$ cat src/rtl/pipelined_addsub_n.sv
// Pipelined N-bit adder/subtractor. The carry chain is cut into STAGES ripple slices with a
// register after each slice. Stage k adds slice k of A and B' (B' = in_sub ? ~B : B) using the
// carry registered by stage k-1. Upper operand slices that have not been added yet travel down
// the pipe with their beat, and so do the finished lower sum slices.
// The handshake is a single global enable: every stage moves on "advance", or all stages hold.
module pipelined_addsub_n #(
  parameter int unsigned WIDTH  = 32,
  parameter int unsigned STAGES = 4
) (
  input  logic             clk,
  input  logic             rst_n,
  input  logic             in_valid,
  output logic             in_ready,
  input  logic [WIDTH-1:0] in_a,
  input  logic [WIDTH-1:0] in_b,
  input  logic             in_cin,
  input  logic             in_sub,
  output logic             out_valid,
  input  logic             out_ready,
  output logic [WIDTH-1:0] out_sum,
  output logic             out_cout,
  output logic             out_ovf
);

  // The guard keeps the division legal, so that the depth check below can report a bad depth.
  localparam int unsigned SLICE = (STAGES == 0) ? WIDTH : WIDTH / STAGES;
  localparam int unsigned LAST  = (STAGES == 0) ? 0 : STAGES - 1;

  if (STAGES < 1 || STAGES > WIDTH) begin : g_bad_depth
    $error("pipelined_addsub_n: STAGES must be in 1..WIDTH");
  end
  if (STAGES != 0 && (WIDTH % STAGES) != 0) begin : g_bad_split
    $error("pipelined_addsub_n: WIDTH must be a multiple of STAGES");
  end

  logic advance;
  logic accept;
  logic [WIDTH-1:0] b_eff;

  // Index k of each *_in signal is what stage k consumes. Index 0 comes from the ports.
  // Index k+1 comes from the registers of stage k.
  logic [STAGES-1:0]            valid_in;
  logic [STAGES-1:0]            valid_q;
  logic [STAGES-1:0]            carry_in;
  logic [STAGES-1:0]            carry_d;
  logic [STAGES-1:0]            carry_q;
  // x holds the unprocessed upper slices of A and the finished lower slices of the sum.
  logic [STAGES-1:0][WIDTH-1:0] x_in;
  logic [STAGES-1:0][WIDTH-1:0] x_d;
  logic [STAGES-1:0][WIDTH-1:0] x_q;
  logic [STAGES-1:0][WIDTH-1:0] y_in;
  logic                         ovf_d;
  logic                         ovf_q;

  assign advance  = !out_valid || out_ready;
  assign in_ready = advance;
  assign accept   = in_valid && advance;
  assign b_eff    = in_sub ? ~in_b : in_b;

  assign valid_in[0] = accept;
  assign carry_in[0] = in_cin;
  assign x_in[0]     = in_a;
  assign y_in[0]     = b_eff;

  for (genvar k = 0; k < STAGES; k++) begin : g_stage
    localparam int unsigned LSB = k * SLICE;
    localparam logic [WIDTH-1:0] SLICE_MASK = ({WIDTH{1'b1}} >> (WIDTH - SLICE)) << LSB;

    logic [SLICE-1:0] a_slice;
    logic [SLICE-1:0] b_slice;
    logic [SLICE:0]   slice_res;

    assign a_slice   = SLICE'(x_in[k] >> LSB);
    assign b_slice   = SLICE'(y_in[k] >> LSB);
    assign slice_res = {1'b0, a_slice} + {1'b0, b_slice} + {{SLICE{1'b0}}, carry_in[k]};

    // The sum slice overwrites the A slice it consumed. The other bits pass through unchanged.
    assign x_d[k]     = (x_in[k] & ~SLICE_MASK) | (WIDTH'(slice_res[SLICE-1:0]) << LSB);
    assign carry_d[k] = slice_res[SLICE];

    if (k < LAST) begin : g_fwd
      logic [WIDTH-1:0] y_q;

      // B' travels with its beat. The final stage has no later slice, so it needs no copy.
      always_ff @(posedge clk or negedge rst_n) begin
        if (!rst_n) begin
          y_q <= '0;
        end else if (advance) begin
          y_q <= y_in[k];
        end
      end

      assign y_in[k+1]     = y_q;
      assign x_in[k+1]     = x_q[k];
      assign carry_in[k+1] = carry_q[k];
      assign valid_in[k+1] = valid_q[k];
    end
  end

  // Signed overflow: the operand signs agree and the sign of the sum differs from them.
  assign ovf_d = (x_in[LAST][WIDTH-1] == y_in[LAST][WIDTH-1]) &&
                 (x_d[LAST][WIDTH-1] != x_in[LAST][WIDTH-1]);

  // Pipe registers: all stages shift together on advance and hold otherwise.
  always_ff @(posedge clk or negedge rst_n) begin
    if (!rst_n) begin
      valid_q <= '0;
      x_q     <= '0;
      carry_q <= '0;
      ovf_q   <= 1'b0;
    end else if (advance) begin
      valid_q <= valid_in;
      x_q     <= x_d;
      carry_q <= carry_d;
      ovf_q   <= ovf_d;
    end
  end

  assign out_valid = valid_q[LAST];
  assign out_sum   = x_q[LAST];
  assign out_cout  = carry_q[LAST];
  assign out_ovf   = ovf_q;

endmodule

$ cat config.mk
export PLATFORM = sky130hd
export DESIGN_NAME = pipelined_addsub_n
export DESIGN_NICKNAME = d
export VERILOG_FILES = /design/src/rtl/pipelined_addsub_n.sv
export SDC_FILE = /design/constraint.sdc
export NUM_CORES = 1
export LEC_CHECK = 0
export ABC_AREA = 1
export CAP_MARGIN = 10
export CORE_ASPECT_RATIO = 1.25
export CORE_MARGIN = 3
export CORE_UTILIZATION = 45
export DETAILED_ROUTE_END_ITERATION = 8
export HOLD_SLACK_MARGIN = 0.05
export PLACE_DENSITY = 0.67
export SLEW_MARGIN = 20
export SYNTH_ARGS = -nofsm -noshare
export SYNTH_HDL_FRONTEND = slang
export SYNTH_SLANG_ARGS = --single-unit
$ cat constraint.sdc
create_clock -name clk -period 4.03 [get_ports clk]
set_clock_uncertainty 0.15 [all_clocks]
set_input_delay 0.806 -clock clk [delete_from_list [all_inputs] [get_ports clk]]
set_output_delay 0.806 -clock clk [all_outputs]
set_load 0.03 [all_outputs]
After elaboration in Yosys (flattened, before gate mapping):

Cells that the tools add are included.

* input bits: 70
* output and inout port bits: 36
* word-level logic and storage cells: 30
* bits in registers: 233

* bitwise operators: 5
* reductions and logical operators: 4
* mux-type cells: 1
* equal/unequal tests: 2
* add/subtract/negate cells: 8

Operator list (number)
* 8-bit by 8-bit adder with 9-bit output: 4
* 9-bit by 1-bit adder with 9-bit output: 4
* 32-bit 2-to-1 mux: 1
* 32-bit NOT: 1
* 24-bit by 32-bit OR with 32-bit output: 1
* 32-bit by 16-bit OR with 32-bit output: 1
* 32-bit by 24-bit OR with 32-bit output: 1
* 32-bit by 8-bit OR with 32-bit output: 1
* 1-bit logical AND: 2
* 1-bit equality test: 1
* 1-bit zero test: 1
* 1-bit logical OR: 1
* 1-bit != test: 1

Depth between registers and ports, before layout:

* word-level depth: 5
* mapped depth: 14
* mapped depth without buffers: 12

Least setup slack after synthesis:

Ideal clock, no wire load.

* path kind: input to register
* start point: input in_sub
* end point: register x_q (netlist bit x_in[38])
* slack: 1321 ps
* arrival time: 2441 ps
* buffers on the path: 2
* data required time: 3763 ps
* cell stages on the path: 11
* library setup time: 117 ps
* path through: buf_2 > buf_4 > xnor2_1 > fa_1 > fa_1 > inv_1 > nand3_1 > nand3_1 > nand2_1 > nand3_1 > nand2_1

* longest elaborated chain between the ends: 4

Ends and longest elaborated chain
* start, declared: line 17 `input logic in_sub,`
* 32-bit 2-to-1 mux: line 58 `assign b_eff = in_sub ? ~in_b : in_b;`
* 8-bit by 8-bit adder with 9-bit output: line 75 `assign slice_res = {1'b0, a_slice} + {1'b0, b_slice} + {{SLICE{1'b0}}, carry_in[k]};`
* 9-bit by 1-bit adder with 9-bit output: line 75
* 32-bit by 8-bit OR with 32-bit output: line 78 `assign x_d[k] = (x_in[k] & ~SLICE_MASK) | (WIDTH'(slice_res[SLICE-1:0]) << LSB);`
* end signal, assigned: line 108 `x_q <= '0;`
* end signal, assigned: line 113 `x_q <= x_d;`
* end, declared: line 50 `logic [STAGES-1:0][WIDTH-1:0] x_q;`

No other way between the ends.
A chain may end at the register's enable or synchronous reset.

Worst setup path in the final report:

* start point: input out_ready
* end point: output in_ready

* longest elaborated chain between the ends: 1

Ends and longest elaborated chain
* start, declared: line 19 `input logic out_ready,`
* 1-bit logical OR: line 55 `assign advance = !out_valid || out_ready;`
* end, declared: line 13 `output logic in_ready,`

No other way between the ends.

==> results.sh <==
export IMPL_nNetsFinal=1208
export IMPL_hp_class="input pin to async pin"
export IMPL_vias=6406
export IMPL_period_share=0.778
export IMPL_wl_per_cell_um=12.5
export IMPL_rrSetupSlack_ns=1.90
export IMPL_grt_max_degree=220
export IMPL_rsz0062_at_grt="no"
export IMPL_io_pins=106
export IMPL_synth_edff_count=0
export IMPL_yosys_area_share_adder=0.0588
export IMPL_grt_ovfl_total=0
export IMPL_setup_viol=0
export IMPL_crit_path_end="in_ready"
export IMPL_start_util=0.461
export IMPL_ff2ff_path_depth=8
export IMPL_viasPerCell=4.76
export IMPL_synthMuxAreaShare=0
export IMPL_p_sw_frac=0.386
export IMPL_internal_power_mw=4.95
export IMPL_cts_max_level=4
export IMPL_drc=0
export IMPL_cts_root_buf="clkbuf_16"
export IMPL_synth_xor_area_frac=0.0363
export IMPL_grt_pass1_wl_um=29000
export IMPL_r2r_start="carry_q[1]"
export IMPL_maxClockFrequency_mhz=319
export IMPL_synth_compound_area_frac=0.0737
export IMPL_netlist_instances=1014
export IMPL_status="finished, final reports clean"
export IMPL_syn_to_final_growth_pct=19.6
export IMPL_clockBufferDepth=2
export IMPL_grt_usage=0.169
export IMPL_fin_util=0.551
export IMPL_die_h_um=161
export IMPL_layout_setup_ws_ns=0.896
export IMPL_pwr_share_comb=0.406
export IMPL_p_clk_frac=0.206
export IMPL_async_reset_ff_frac=1.00
export IMPL_relSlewSlack=0.409
export IMPL_synth_simple_area_share=0.223
export IMPL_p_leak_nw=5.21
export IMPL_yosysSeqAreaShare=0.533
export IMPL_grt_pass1_vias=6260
export IMPL_worst_setup_path_start_kind="input pin"
export IMPL_fin_setup_tns_ns=0
export IMPL_port_buffers=105
export IMPL_drtPass1Iterations=4
export IMPL_cp_required_ns=3.07
export IMPL_arrival_ns=2.18
export IMPL_synth_avg_cell_area_um2=8.57
export IMPL_synth_area_um2=8690
export IMPL_dpl_worst_slack_ns=0.886
export IMPL_drive_gt1_frac=0.0350
export IMPL_rows=56
export IMPL_powerDensity_nw_per_um2=775
export IMPL_diodes=0
export IMPL_cts_hold_fix_buffers=0
export IMPL_ys_ff_latch=185
export IMPL_worstSkewPairLatency_ns=0.42
export IMPL_maxCapViolCount=0
export IMPL_cts_sinks=185
export IMPL_postCtsSetupBuffers=0
export IMPL_clk_pin_slew_ns=0.07
export IMPL_wirelength_um=16800
export IMPL_switchingPower_mw=3.11
export IMPL_synth_nets=1120
export IMPL_numCtsBuffers=17
export IMPL_die_w_um=130
export IMPL_startpoint="out_ready"
export IMPL_end_kind="output port"
export IMPL_hpwl_um=11000
export IMPL_drv_slew=0
export IMPL_fin_crit_ns=3.13
export IMPL_synth_ff_type="dfrtp_1"
export IMPL_ant_nets=0
export IMPL_cts_resized=0
export IMPL_path_max_fanout=3
export IMPL_ys_types=24
export IMPL_antenna_found_initial=0
export IMPL_cts_tree="done"
export IMPL_synth_top_family_by_area="simple AND/OR/NAND/NOR gates"
export IMPL_yosysWarnings=0
export IMPL_p_seq_frac=0.388
export IMPL_tightest_slew_ns=0.887
export IMPL_gp_congestion=0.873
export IMPL_r2r_end="carry_q[2]"
export IMPL_coreArea_um2=18800
export IMPL_final_hold_viol_count=0
export IMPL_criticalPathCategory="input pin to output port"
export IMPL_vdd_ir_drop_max_v=0.000614
export IMPL_drt_iter0_drc=422
export IMPL_die_area_um2=21000
[cells in the mapped netlist (all sizes together), types with 8 or more instances]
library cell	number	area, um^2
fa	8	160
nand3	41	205
ha	28	350
buf	32	251
xnor2	29	254
a21oi	15	75.1
inv	94	353
nand2	423	1590
dfrtp	185	4630
o21ai	102	510
nand4	9	56.3
nor2	20	82.6
clkbuf	12	48.8
[worst max-delay path, stage by stage]
cell and delay [ns]:
clkdlybuf4s50_1 0.50, nor2_4 0.06, inv_4 0.05, clkdlybuf4s50_1 0.75
[state kept, by name, indices dropped and copies added, names as in the netlist]
| name | count |
|---|---|
| out_sum | 32 |
| x_in | 72 |
| out_ovf | 1 |
| valid_q | 4 |
| g_stage.g_fwd.y_q | 48 |
| carry_q | 4 |
| g_stage.a_slice | 24 |
[per-layer routing]
layer	up-vias	share of wire	track usage
met1	2942	0.47	0.228
li1	3345	-	-
met2	100	0.48	0.271
met5	-	0	0
met3	19	0.032	0.0298
met4	0	0.018	0.0652
[through the flow]
stage          hold WS [ns]  cell area (um^2)  std cells  power (mW)
2_1_floorplan         0.290              8690       1014        5.50
5_1_grt               0.292             10400       1345        8.76
3_3_place_gp          0.300              9810       1315        6.37
4_1_cts               0.254             10400       1345        8.17
6_report              0.236             10400       1345        8.06
3_5_place_dp          0.299              9810       1315        6.46
[layout make-up]
type	instances	area [um^2]
Clock buffer	22	454
Inverter	94	355
Fill cell	1756	8460
Multi-Input combinational cell	691	3400
Clock inverter	8	123
Timing Repair Buffer	113	1130
Tap cell	232	290
Sequential cell	185	4630
[power by group through the flow]
stage	registers (mW)	logic (mW)	clock network, mW
6_report	3.12	3.27	1.66
3_5_place_dp	3.15	3.31	0
4_1_cts	3.13	3.33	1.70
2_1_floorplan	3.39	2.11	0
3_3_place_gp	3.13	3.23	0
5_1_grt	3.21	3.77	1.78
[kinds of logic after synthesis]
kind of cell / Yosys count
XOR/XNOR: 36
AND/OR/NAND/NOR: 494
buffers and inverters: 138
flip-flops: 185
adder cells (fa/ha/maj): 36
AO/OA/AOI/OAI: 125
[cells in the final DEF (no fill, tap or decap), types with 3 or more instances in the layout]
master / Yosys / routed
o22ai_1: 4 / 4
clkinv_2: 0 / 3
bufinv_16: 0 / 3
clkbuf_16: 0 / 17
dfrtp_1: 185 / 185
o21ai_0: 96 / 96
o21ai_1: 6 / 6
buf_4: 4 / 6
inv_1: 93 / 93
xnor2_1: 29 / 29
nand4_1: 9 / 9
fa_1: 8 / 8
a211oi_1: 3 / 3
a21oi_1: 15 / 15
xor2_1: 7 / 7
clkdlybuf4s50_1: 0 / 103
ha_1: 28 / 28
nor2_1: 19 / 19
nand3_1: 41 / 41
clkbuf_1: 11 / 4
nand2_1: 423 / 423
[worst min path at each step]
| stage | from | endpoint | slack [ns] | cells after the start |
|---|---|---|---|---|
| floorplan | valid_q[2] | valid_q[3] | 0.29 | 1 |
| global route | rst_n | out_sum[29] | 0.29 | 1 |
| finish | rst_n | out_sum[29] | 0.24 | 1 |
| global placement | g_stage[1].g_fwd.y_q[29] | g_stage[2].g_fwd.y_q[29] | 0.30 | 2 |
| CTS | rst_n | out_sum[29] | 0.25 | 1 |
| detailed placement | valid_q[2] | valid_q[3] | 0.30 | 1 |
Power figures use the tool's default switching activity.
